**config.mk**
```make
export PLATFORM = sky130hd
export DESIGN_NAME = mat_mult_engine
export DESIGN_NICKNAME = d
export VERILOG_FILES = /design/src/rtl/mat_pkg.sv /design/src/rtl/mat_mac_unit.sv /design/src/rtl/mat_mult_engine.sv
export SDC_FILE = /design/constraint.sdc
export NUM_CORES = 1
export LEC_CHECK = 0
export BUFFER_PORTS_ARGS = -buffer_cell sky130_fd_sc_hd__clkbuf_2
export CORE_AREA = 2 2 138 73
export DETAILED_ROUTE_END_ITERATION = 6
export DIE_AREA = 0 0 140 75
export HOLD_SLACK_MARGIN = 0.1
export PLACE_DENSITY = 0.87
export SKIP_CTS_REPAIR_TIMING = 1
export SYNTH_ARGS = -nofsm -noshare
export SYNTH_HDL_FRONTEND = slang
export SYNTH_SLANG_ARGS = --single-unit
```
**constraint.sdc**
```tcl
create_clock -name clk -period 3.6 [get_ports clk]
set_input_delay 0 -clock clk [delete_from_list [all_inputs] [get_ports clk]]
set_output_delay 0 -clock clk [all_outputs]
set_load 0.01 [all_outputs]
```
**src/rtl/mat_pkg.sv**
```systemverilog
// Shared definitions for the matrix-multiply engine.
//   state_e       : engine FSM states
//   cnt_width()   : width of an i/j/k index counter for a given ORDER
//   acc_width()   : accumulator width that cannot overflow for ORDER unsigned
//                   DW x DW products
//   ACCW / CNTW   : those widths for the default ORDER=2, DW=8 configuration
//   STAT_*_BIT    : bit positions of done/busy in the peripheral status word
package mat_pkg;

  typedef enum logic [2:0] {
    ST_IDLE,
    ST_RD,
    ST_MAC,
    ST_WR,
    ST_DONE
  } state_e;

  // A counter still needs one bit when ORDER=1 (it only ever holds 0).
  function automatic int cnt_width(input int order);
    return (order > 1) ? $clog2(order) : 1;
  endfunction

  function automatic int acc_width(input int order, input int dw);
    return 2 * dw + $clog2(order);
  endfunction

  localparam int ORDER_DEFAULT = 2;
  localparam int DW_DEFAULT    = 8;
  localparam int ACCW          = acc_width(ORDER_DEFAULT, DW_DEFAULT);
  localparam int CNTW          = cnt_width(ORDER_DEFAULT);

  localparam int STAT_DONE_BIT = 0;
  localparam int STAT_BUSY_BIT = 1;

endpackage

```
**src/rtl/mat_mac_unit.sv**
```systemverilog
// Multiply-accumulate datapath for one C element.
//   clk, reset : clock and synchronous active-high reset
//   clr_i      : zero the accumulator on the next edge (wins over en_i)
//   en_i       : add a_i * b_i into the accumulator on the next edge
//   a_i, b_i   : unsigned DW-bit operands
//   acc_o      : registered accumulator value
module mat_mac_unit
  import mat_pkg::*;
#(
  parameter int DW    = DW_DEFAULT,
  parameter int ACC_W = ACCW
) (
  input  logic             clk,
  input  logic             reset,
  input  logic             clr_i,
  input  logic             en_i,
  input  logic [DW-1:0]    a_i,
  input  logic [DW-1:0]    b_i,
  output logic [ACC_W-1:0] acc_o
);

  logic [2*DW-1:0]  prod;
  logic [ACC_W-1:0] acc_q, acc_d;

  assign prod = a_i * b_i;

  always_comb begin
    if (clr_i)     acc_d = '0;
    else if (en_i) acc_d = acc_q + ACC_W'(prod);
    else           acc_d = acc_q;
  end

  // NOTE: state registers use non-blocking assignments so every flop samples
  // pre-edge values; blocking here would create order-dependent simulation.
  always_ff @(posedge clk) begin
    if (reset) acc_q <= '0;
    else       acc_q <= acc_d;
  end

  assign acc_o = acc_q;

endmodule

```
**src/rtl/mat_mult_engine.sv**
```systemverilog
// Sequential square-matrix multiplier C = A x B over row-major word memories.
//   clk, reset       : clock and synchronous active-high reset
//   start            : one-cycle request, honoured only while idle
//   a_addr / a_rdata : A read port, data valid one cycle after the address
//   b_addr / b_rdata : B read port, same latency
//   c_we, c_addr,
//   c_wdata          : C write port, one strobe per result element
//   busy             : operation in progress
//   done             : sticky completion flag, cleared by reset or a new start
// Each element costs ORDER x (RD, MAC) plus one WR cycle.
module mat_mult_engine
  import mat_pkg::*;
#(
  parameter int ORDER = 2,
  parameter int DW    = 8,
  parameter int AW    = 22
) (
  input  logic          clk,
  input  logic          reset,
  input  logic          start,
  output logic [AW-1:0] a_addr,
  input  logic [31:0]   a_rdata,
  output logic [AW-1:0] b_addr,
  input  logic [31:0]   b_rdata,
  output logic          c_we,
  output logic [AW-1:0] c_addr,
  output logic [31:0]   c_wdata,
  output logic          busy,
  output logic          done
);

  localparam int ACC_W = acc_width(ORDER, DW);
  localparam int CNT_W = cnt_width(ORDER);
  localparam logic [CNT_W-1:0] LAST    = CNT_W'(ORDER - 1);
  localparam logic [AW-1:0]    ORDER_A = AW'(ORDER);

  state_e           state_q, state_d;
  logic [CNT_W-1:0] i_q, i_d, j_q, j_d, k_q, k_d;
  logic             busy_q, busy_d, done_q, done_d, c_we_q, c_we_d;
  logic [AW-1:0]    a_addr_q, a_addr_d, b_addr_q, b_addr_d, c_addr_q, c_addr_d;
  logic [ACC_W-1:0] acc;
  logic             mac_clr, mac_en;

  // NOTE: every signal assigned in this block gets a default first, so no
  // path through the case leaves one unassigned and no latch is inferred.
  always_comb begin
    state_d = state_q;
    i_d     = i_q;
    j_d     = j_q;
    k_d     = k_q;
    busy_d  = busy_q;
    done_d  = done_q;

    case (state_q)
      ST_IDLE: begin
        if (start) begin
          state_d = ST_RD;
          i_d     = '0;
          j_d     = '0;
          k_d     = '0;
          busy_d  = 1'b1;
          done_d  = 1'b0;
        end
      end
      ST_RD: state_d = ST_MAC;
      ST_MAC: begin
        if (k_q == LAST) begin
          state_d = ST_WR;
        end else begin
          k_d     = k_q + CNT_W'(1);
          state_d = ST_RD;
        end
      end
      ST_WR: begin
        k_d     = '0;
        state_d = ST_RD;
        if (j_q == LAST) begin
          j_d = '0;
          if (i_q == LAST) begin
            i_d     = '0;
            state_d = ST_DONE;
          end else begin
            i_d = i_q + CNT_W'(1);
          end
        end else begin
          j_d = j_q + CNT_W'(1);
        end
      end
      ST_DONE: begin
        state_d = ST_IDLE;
        busy_d  = 1'b0;
        done_d  = 1'b1;
      end
      default: state_d = ST_IDLE;
    endcase

    // Addresses and the write strobe are computed from next-state values so
    // the registered outputs line up with the state they belong to.
    c_we_d   = (state_d == ST_WR);
    a_addr_d = AW'(i_d) * ORDER_A + AW'(k_d);
    b_addr_d = AW'(k_d) * ORDER_A + AW'(j_d);
    c_addr_d = AW'(i_d) * ORDER_A + AW'(j_d);
  end

  always_ff @(posedge clk) begin
    if (reset) begin
      state_q  <= ST_IDLE;
      i_q      <= '0;
      j_q      <= '0;
      k_q      <= '0;
      busy_q   <= 1'b0;
      done_q   <= 1'b0;
      c_we_q   <= 1'b0;
      a_addr_q <= '0;
      b_addr_q <= '0;
      c_addr_q <= '0;
    end else begin
      state_q  <= state_d;
      i_q      <= i_d;
      j_q      <= j_d;
      k_q      <= k_d;
      busy_q   <= busy_d;
      done_q   <= done_d;
      c_we_q   <= c_we_d;
      a_addr_q <= a_addr_d;
      b_addr_q <= b_addr_d;
      c_addr_q <= c_addr_d;
    end
  end

  // Operands arrive in MAC (one cycle after RD presented the address); the
  // sum is final during WR and cleared on the edge leaving it.
  assign mac_en  = (state_q == ST_MAC);
  assign mac_clr = (state_q == ST_WR) || ((state_q == ST_IDLE) && start);

  mat_mac_unit #(
    .DW    (DW),
    .ACC_W (ACC_W)
  ) u_mac (
    .clk   (clk),
    .reset (reset),
    .clr_i (mac_clr),
    .en_i  (mac_en),
    .a_i   (a_rdata[DW-1:0]),
    .b_i   (b_rdata[DW-1:0]),
    .acc_o (acc)
  );

  generate
    if (ACC_W >= 32) begin : g_trunc
      assign c_wdata = acc[31:0];
    end else begin : g_zext
      assign c_wdata = {{(32 - ACC_W){1'b0}}, acc};
    end
    if (DW < 32) begin : g_hi_unused
      // Only the low DW bits of each word carry an element.
      logic unused_rdata_hi;
      assign unused_rdata_hi = ^{a_rdata[31:DW], b_rdata[31:DW]};
    end
  endgenerate

  assign a_addr = a_addr_q;
  assign b_addr = b_addr_q;
  assign c_addr = c_addr_q;
  assign c_we   = c_we_q;
  assign busy   = busy_q;
  assign done   = done_q;

endmodule
```
==> impl_metrics.toml <==
[grt]
grt_pass1_wl_mm = 16.84
antenna_found_initial = 0
grt-ovfl-total = 0
grt_max_degree = 16
track_usage_pct = 20.57
grt_pass1_vias = 3419

[floorplanning]
rows = 25
core_sq_mm = 0.009228
dieArea_sq_mm = 0.01050
io_pins = 168
start_util_pct = 45.40
dieWidth_microns = 140
die_height_microns = 75

[placement]
hpwlAfterDp_mm = 9.185
pre_cts_ws_ns = -0.4440
dpl.cell_count = 702
post_dp_cell_area_sq_mm = 0.004656
gp_congestion = 0.9384
portBuffers = 44

[timing]
fin_crit_sh_pct = 109.5
max_freq_mhz = 253.7
post-route-worst-setup-slack_ns = -0.3413
finalSetupViolCount = 9
worstMarginPinSlew_ns = 0.5189
slew_headroom_pct = 65.28
hold_viol_final = 0
grt_setup_unrepaired = "yes"
report.final.slew_viol_count = 0
fin_crit_ns = 3.941
fin_skew_ns = 0.004345

[clock_network]
h-tree-depth = 1
cts.sinks = 26
clk_path_buf_depth = 2
ctsRootBufferMaster = "clkbuf_16"
cts_buffers = 3
cts_tree = "done"
clkTransAtPathRegs_ns = 0.07
insertion_delay_ns = 0.27

[worst_setup_path]
cp_max_fo = 4
arrival_ns = 4.10
worstSetupPathType = "flop to flop"
cp-end-kind = "flop"
start_kind = "flop"
required_ns = 3.76

[detailed_routing]
first_pass_iters = 6
wl_mm = 10.86
drc_errors = 0
via_per_inst = 4.797
avgRoutedWirePerCell_microns = 15.21
drt_iter0_markers = 233
vias = 3425
ant_nets = 0

[finish]
area_growth_pct = 18.64
drive_gt1_share_pct = 27.15
post-route-util_pct = 53.86
n_antenna_cell = 0
finalInstanceArea_sq_mm = 0.004970
num-nets-final = 750
layoutNonFillerInstCount = 714

[yosys]
synth_warnings = 0
synth_cell_type_count = 46
syn_inst = 510
synth.most_common_cell = "inv_1"
synth-seq-cells = 26
synthesis.area_sq_mm = 0.004189
synth_commonest_cells = "inv_1, buf_4, fa_1, nand2_1, ha_1"
synth_flop_cell = "dfxtp_1"
ys_seq_area_share_pct = 12.43
synth-edff-count = 0
yosysTopAreaCellShare_pct = 23.89
synthArstFlopShare_pct = 0
yosys.area.top_type = "fa_1"
ys_top_cells_by_area = "fa_1, buf_4, dfxtp_1, ha_1, inv_1"
postSynthAreaPerCell_sq_um = 8.214

[hold_path]
hold_path_class = "input port to flop"

[power_and_ir_drop]
p_per_area_mw_per_mm2 = 549.8
fin_total_pwr_mw = 2.733
ir_drop_uv = 347.0
power.static_leakage_nw = 2.589

[outcome]
violations = "setup timing"
status = "complete, but fails checks"

[run]
cap_violations = 0
## critical path, cell delays in order, from the launching register on
cell	delay, ns
dfxtp_2	0.33
inv_2	0.05
fa_1	0.49
inv_2	0.05
fa_1	0.50
inv_1	0.06
fa_2	0.53
fa_1	0.43
inv_2	0.09
ha_4	0.21
a21o_1	0.18
a21oi_2	0.18
o21ai_4	0.10
a31oi_4	0.22
buf_4	0.15
xor2_2	0.15
a21oi_1	0.09
## cells in the final DEF (no fill, tap or decap), types with 17 or more instances in the layout
| cell type | netlist | final |
|---|---|---|
| inv_1 | 98 | 83 |
| conb_1 | 1 | 75 |
| nand2_1 | 49 | 49 |
| buf_4 | 81 | 49 |
| fa_1 | 50 | 44 |
| clkbuf_2 | 0 | 44 |
| and2_1 | 33 | 32 |
| ha_1 | 39 | 32 |
| dfxtp_1 | 26 | 20 |
| a21oi_1 | 22 | 17 |
## layer usage
metal | track usage [%] | wire, microns | vias up
met3 | 5.344 | 976 | 13
li1 | - | - | 1595
met1 | 28.87 | 4983 | 1686
met2 | 32.90 | 4797 | 131
met5 | 0 | 0 | -
met4 | 3.928 | 104 | 0
## through the flow
step	hold slack, ns	TNS [ns]
final	0.09873	-2.331
after global routing	0.1442	-3.579
after CTS	0.05991	-2.410
after detailed placement	0.3492	-2.791
after global placement	0.3330	-1.795
after floorplan	0.2505	-0.2567
## where the power goes
group          switching [mW]  leakage [nW]  total [mW]  internal [mW]
Sequential             0.0164         0.214       0.318          0.301
Combinational            1.10          2.32        2.08          0.974
Clock                   0.115        0.0511       0.337          0.222
## kinds of logic after synthesis
logic type | after synthesis | synth area share [%]
adders and majority gates | 89 | 35.54
xor gates and xnor gates | 10 | 2.091
DFF | 26 | 12.43
buffers and inverters | 191 | 24.43
other | 1 | 0.08952
muxes | 1 | 0.2688
AOI/OAI and AO/OA | 60 | 9.349
and+or+nand+nor | 132 | 15.80
## area by class of cell
| class | instances | area [sq um] |
|---|---|---|
| Tap cell | 121 | 151.4 |
| Clock inverter | 1 | 30.03 |
| Inverter | 98 | 367.9 |
| Multi-Input combinational cell | 367 | 3174 |
| Timing Repair Buffer | 98 | 643.1 |
| Clock buffer | 3 | 75.07 |
| Sequential cell | 26 | 528.0 |
| Fill cell | 870 | 4258 |
## path summary, 6_finish.rpt
| check | endpoint | slack, ns | cells past startpoint | startpoint |
|---|---|---|---|---|
| worst max-delay path | u_mac.acc_o[10]$_SDFFE_PP0N_ | -0.34 | 16 | u_mac.acc_o[6]$_SDFFE_PP0N_ |
| worst min register to register | u_mac.acc_o[0]$_SDFFE_PP0N_ | 0.50 | 2 | u_mac.acc_o[0]$_SDFFE_PP0N_ |
| worst max register to register | u_mac.acc_o[10]$_SDFFE_PP0N_ | -0.34 | 16 | u_mac.acc_o[6]$_SDFFE_PP0N_ |
| worst min-delay path | state_q[0]$_SDFF_PP0_ | 0.1 | 3 | start |
(Power assumes the default switching activity.)
